<file path="config.mk">
export PLATFORM = sky130hd
export DESIGN_NAME = rle_record_packer
export DESIGN_NICKNAME = d
export VERILOG_FILES = /design/src/rtl/genome_rle_pkg.sv /design/src/rtl/rle_record_fifo.sv /design/src/rtl/rle_record_packer.sv
export SDC_FILE = /design/constraint.sdc
export NUM_CORES = 1
export LEC_CHECK = 0
export ABC_AREA = 0
export BUFFER_PORTS_ARGS = -buffer_cell sky130_fd_sc_hd__buf_2
export CORE_ASPECT_RATIO = 0.6
export CORE_MARGIN = 2
export CORE_UTILIZATION = 55
export DETAILED_ROUTE_END_ITERATION = 8
export PLACE_DENSITY = 0.74
export SLEW_MARGIN = 40
export SYNTH_ARGS = -nofsm -noshare
export SYNTH_HDL_FRONTEND = slang
export SYNTH_HIERARCHICAL = 1
export SYNTH_SLANG_ARGS = --single-unit
</file>
<file path="constraint.sdc">
create_clock -name clk -period 21.6 [get_ports clk]
set_input_delay 0 -clock clk [delete_from_list [all_inputs] [get_ports clk]]
set_output_delay 0 -clock clk [all_outputs]
set_load 0.1 [all_outputs]
</file>
<file path="src/rtl/genome_rle_pkg.sv">
// Shared types and constants for the name run-length pipeline.
// Record layout {name, count}, word slicing and packer FSM encoding.
package genome_rle_pkg;

  localparam int STR_W = 128;
  localparam int CNT_W = 32;
  localparam int REC_W = STR_W + CNT_W;
  localparam int OUT_W = 32;
  localparam int WORDS_PER_REC = REC_W / OUT_W;
  localparam int IDX_W = 3;

  localparam logic [0:0] ST_IDLE = 1'b0;
  localparam logic [0:0] ST_SEND = 1'b1;

  typedef logic [REC_W-1:0] rec_t;

  // Word i of a record, most significant word first.
  function automatic logic [OUT_W-1:0] rec_word(
    input rec_t             r,
    input logic [IDX_W-1:0] i
  );
    logic [OUT_W-1:0] w;
    case (i)
      3'd0:    w = r[OUT_W*4 +: OUT_W];
      3'd1:    w = r[OUT_W*3 +: OUT_W];
      3'd2:    w = r[OUT_W*2 +: OUT_W];
      3'd3:    w = r[OUT_W*1 +: OUT_W];
      default: w = r[OUT_W*0 +: OUT_W];
    endcase
    return w;
  endfunction

endpackage

</file>
<file path="src/rtl/rle_record_fifo.sv">
// Synchronous record FIFO, DEPTH entries (power of 2, >= 2).
// Ports: clk, reset, push/wdata, pop/rdata (registered on pop), full, empty.
module rle_record_fifo
  import genome_rle_pkg::*;
#(
  parameter int DEPTH = 4
) (
  input  logic clk,
  input  logic reset,
  input  logic push,
  input  rec_t wdata,
  input  logic pop,
  output rec_t rdata,
  output logic full,
  output logic empty
);

  localparam int AW = $clog2(DEPTH);

  rec_t        mem [DEPTH];
  logic [AW:0] wptr;
  logic [AW:0] rptr;
  logic        do_push;
  logic        do_pop;

  // Extra pointer bit separates full from empty.
  assign empty = (wptr == rptr);
  assign full  = (wptr[AW] != rptr[AW]) &&
                 (wptr[AW-1:0] == rptr[AW-1:0]);

  assign do_push = push && !full;
  assign do_pop  = pop && !empty;

  always_ff @(posedge clk) begin
    if (reset) begin
      wptr <= '0;
      rptr <= '0;
    end else begin
      if (do_push) wptr <= wptr + (AW+1)'(1);
      if (do_pop)  rptr <= rptr + (AW+1)'(1);
    end
  end

  always_ff @(posedge clk) begin
    if (do_push) mem[wptr[AW-1:0]] <= wdata;
    if (do_pop)  rdata <= mem[rptr[AW-1:0]];
  end

endmodule

</file>
<file path="src/rtl/rle_record_packer.sv">
// Buffers {name,count} records and streams each as five 32-bit words.
// Ports: in_write/in_record/in_full, out_valid/ready/data/last,
// overflow (sticky), rec_count (records fully emitted).
module rle_record_packer
  import genome_rle_pkg::*;
#(
  parameter int DEPTH     = 4,
  parameter bit DROP_ZERO = 1'b1
) (
  input  logic             clk,
  input  logic             reset,
  input  logic             in_write,
  input  logic [REC_W-1:0] in_record,
  output logic             in_full,
  output logic             out_valid,
  input  logic             out_ready,
  output logic [OUT_W-1:0] out_data,
  output logic             out_last,
  output logic             overflow,
  output logic [31:0]      rec_count
);

  logic [0:0]       state;
  logic [IDX_W-1:0] idx;
  rec_t             hold;
  logic             empty;
  logic             zero_cnt;
  logic             wr_ok;
  logic             accept;
  logic             lastw;
  logic             done;
  logic             pop;

  assign zero_cnt = (in_record[CNT_W-1:0] == '0);
  assign wr_ok    = in_write && !in_full &&
                    !(DROP_ZERO && zero_cnt);

  assign out_valid = (state == ST_SEND);
  assign lastw     = (idx == IDX_W'(WORDS_PER_REC-1));
  assign accept    = out_valid && out_ready;
  assign done      = accept && lastw;

  // Refill the holding register when idle or as the
  // last word leaves, so records run back to back.
  assign pop = !empty && ((state == ST_IDLE) || done);

  assign out_data = out_valid ? rec_word(hold, idx) : '0;
  assign out_last = out_valid && lastw;

  rle_record_fifo #(
    .DEPTH (DEPTH)
  ) u_fifo (
    .clk   (clk),
    .reset (reset),
    .push  (wr_ok),
    .wdata (in_record),
    .pop   (pop),
    .rdata (hold),
    .full  (in_full),
    .empty (empty)
  );

  always_ff @(posedge clk) begin
    if (reset) begin
      state     <= ST_IDLE;
      idx       <= '0;
      overflow  <= 1'b0;
      rec_count <= '0;
    end else begin
      if (in_write && in_full) overflow <= 1'b1;
      if (done) rec_count <= rec_count + 32'd1;
      if (pop) begin
        state <= ST_SEND;
        idx   <= '0;
      end else if (done) begin
        state <= ST_IDLE;
        idx   <= '0;
      end else if (accept) begin
        idx <= idx + IDX_W'(1);
      end
    end
  end

endmodule

</file>
==> flow_summary_export.csv <==
group,metric,value,unit
critical_path,worstPathMaxFanout,71,
timing,clock_skew,0.02860,ns
timing,hold_viol_final,0,
grt,overflow,0,
timing,setup_ws,16.55,ns
synth,synth_area,31210,um^2
clock_tree,post_cts_buffers,0,
synth,muxShareOfSynthArea,11.58,%
place,gp_congestion,0.8165,
routing,drt-initial-drc-count,1947,
synth,synth_area_leaders,"edfxtp_1, mux4_2, dfxtp_1",
die,fp-row-count,67,
critical_path,r2r_end,"u_fifo/mem[3][120]",
grt,grt_usage,23.42,%
routing,vias,15980,
synth,synth_xor_xnor_area_share,0.4771,%
grt,grt_max_degree,93,
critical_path,critPathRequiredTime,21.84,ns
routing,drt_pre_antenna_iters,5,
synth,synth_simple_gate_area_share,2.862,%
critical_path,critical_path_arrival,5.29,ns
timing,finalSetupTns,0,ns
run_status,outcome,"complete, no violations",
clock_tree,holdBufCountCts,164,
power_and_ir_drop,internal_power,0.003048,W
synth,ys_warn_count,6,
power_and_ir_drop,ir_drop,0.00008496,V
cells_and_area,fillers,3586,
clock_tree,cts_max_level,3,
cells_and_area,nets,2043,
clock_tree,cts-resized-gates,0,
synth,ys_seq_area_share,79.73,%
synth,synth_compound_area_share,3.460,%
min_path,min_from,"in_record[73]",
critical_path,reg2regPathDepth,8,
cells_and_area,post-route-util,66.58,%
timing,whs,0.1374,ns
place,pre_cts_slack,16.18,ns
timing,slew_headroom,45.24,%
critical_path,critPathLaunchType,"flip-flop",
cells_and_area,seq_area,24890,um^2
critical_path,reg2reg_setup_slack,16.55,ns
power_and_ir_drop,power_frac_comb,20.7,%
routing,routed_wl,68430,um
critical_path,r2r_start,"u_fifo/wptr[0]",
power_and_ir_drop,clkPwrFrac,29.2,%
synth,synth_nets,1619,
place,port_buffers,231,
die,die_area,58730,um^2
synth,yosys.area.top_type_share,76.97,%
die,die_h,188.5,um
clock_tree,insertion_delay,0.62,ns
power_and_ir_drop,powerDensity,115.4,nW/um^2
clock_tree,cts.sinks,843,
routing,avgRoutedWirePerCell,25.45,um
die,core_area,55910,um^2
synth,yosysUniqueCellTypes,41,
min_path,hp-class,"in -> reg",
synth,synth_adder_area_share,0.4410,%
flow_run,max_cap_violations,0,
critical_path,critPathKind,"reg -> reg",
grt,grt_pass1_vias,16150,
timing,worst-slew-pin-transition,0.8213,ns
cells_and_area,final_common_cell,"edfxtp_1",
clock_tree,tritoncts,"done",
die,die_w,311.5,um
power_and_ir_drop,power.total,0.004297,W
timing,drv_slew,0,
min_path,min_to,"u_fifo/mem[2][73]",
die,initial_core_util,55.82,%
cells_and_area,multi_input_area,5901,um^2
timing,period_share,23.39,%
synth,syn_area_per_cell,21.61,um^2
clock_tree,cts.path.max_buffers,3,
timing,fin_crit,5.053,ns
grt,grt_pass1_wl,101300,um
synth,synth_top_family_by_area,"multiplexers",
clock_tree,ctsRootBufferMaster,"clkbuf_16",
die,pin_count,232,
clock_tree,clkTransAtPathRegs,0.06,ns
grt,antenna_found_initial,14,
synth,ys_ff_latch,843,
cells_and_area,most-common-layout-cells,"edfxtp_1, buf_2, dlygate4sd3_1, mux4_2, clkbuf_16",
timing,fmax,197.9,MHz
cells_and_area,layout-drive-gt1-share,27.42,%
critical_path,cp-startpoint,"u_fifo/wptr[0]",
power_and_ir_drop,seqPwrFrac,50.1,%
power_and_ir_drop,switching_share,29.06,%
timing,setup_viol,0,
critical_path,endpoint_kind,"flip-flop",
clock_tree,cts_buffers,74,
power_and_ir_drop,p_sw,0.001249,W
routing,drc,0,
routing,ant_nets,0,
synth,synth_largest_area_cell,"edfxtp_1",
power_and_ir_drop,leakagePower,12.11,nW
synth,netlist_instances,1444,
timing,rsz0062_at_grt,"no",
routing,avgViaCountPerCell,5.942,
place,detailed_place_hpwl,39410,um
cells_and_area,areaGrowthSynthToFinish,19.28,%
min_path,whs_path_depth,2,
registers in the layout, summed over array words and instances (netlist names):
name          count
overflow          1
out_valid         1
u_fifo/rdata    160
u_fifo/wptr       3
u_fifo/rptr       3
u_fifo/mem      640
rec_count        32
idx               3
metrics by stage:
stage | std cells | cell area (um^2)
global placement | 2378 | 33120
finish | 2689 | 37230
detailed placement | 2382 | 33210
global route | 2684 | 37220
floorplan | 1444 | 31210
CTS | 2676 | 37120
power by group through the flow:
stage                     Sequential (W)  Clock (W)  Combinational [W]
after detailed placement         0.00219          0           0.000848
after CTS                        0.00216    0.00127           0.000877
after global placement           0.00219          0           0.000830
after global routing             0.00217    0.00134           0.000933
final                            0.00215    0.00125           0.000889
after floorplan                  0.00221          0           0.000598
synth_stat cells:
cell type,n
inv_1,14
buf_6,2
nor2_1,14
xor2_1,6
buf_2,22
o21ai_0,15
nor4_1,9
buf_4,20
nor4bb_1,1
o31ai_1,13
nand3_1,14
xor2_4,1
xnor2_1,6
o211ai_1,2
ha_1,11
and4_1,3
and2b_1,3
dfxtp_1,43
nor2b_1,4
a211o_1,2
a21oi_1,31
nor3b_1,5
mux4_2,160
nor4_2,1
a41oi_1,2
or4_1,16
or4_4,1
or3_1,10
and3_1,3
xnor2_2,1
nand4_1,15
edfxtp_1,800
a31oi_1,34
a311oi_1,1
a22oi_1,64
nand4_4,1
and2_1,6
clkbuf_1,31
nand2_1,52
nor3_1,4
mux2_1,1
worst max-delay path: stages, from the launching register on:
cell and delay [ns]:
dfxtp_1 0.53, xor2_1 0.54, nor3_1 0.18, nor3b_1 0.68
inv_1 0.17, a31oi_1 0.33, and2_4 0.65, buf_4 0.77
buf_6 0.72
cells by family after synthesis:
kind of cell    after synthesis
fa+ha+maj                    11
simple gates                162
compound gates              164
xor+xnor                     14
mux                         161
flops                       843
buf+inv                      89
worst max path at each step:
| stage | to | cells after the start |
|---|---|---|
| 6_report | u_fifo/mem[3][120] | 8 |
| 5_1_grt | u_fifo/mem[3][159] | 8 |
| 4_1_cts | u_fifo/mem[2][148] | 8 |
| 3_5_place_dp | u_fifo/mem[2][131] | 8 |
| 3_3_place_gp | u_fifo/mem[3][3] | 8 |
| 2_1_floorplan | u_fifo/rdata[0] | 5 |
routing by layer:
layer | part of all wire [%] | vias up | global-route usage [%] | wire [um]
met3 | 8.8 | 113 | 6.097 | 6040
met2 | 46 | 716 | 34.50 | 31580
li1 | - | 6919 | - | -
met4 | 2.6 | 6 | 7.228 | 1774
met1 | 42 | 8224 | 34.90 | 29010
met5 | 0.041 | - | 0 | 28
layout make-up:
type                            count  area share, %
Antenna cell                        8        0.05377
Clock buffer                       97          5.461
Clock inverter                     33         0.6386
Inverter                           14         0.1412
Multi-Input combinational cell    512          15.85
Sequential cell                   843          66.86
Tap cell                          759          2.551
Timing Repair Buffer              423          8.443
(Power assumes the default switching activity.)
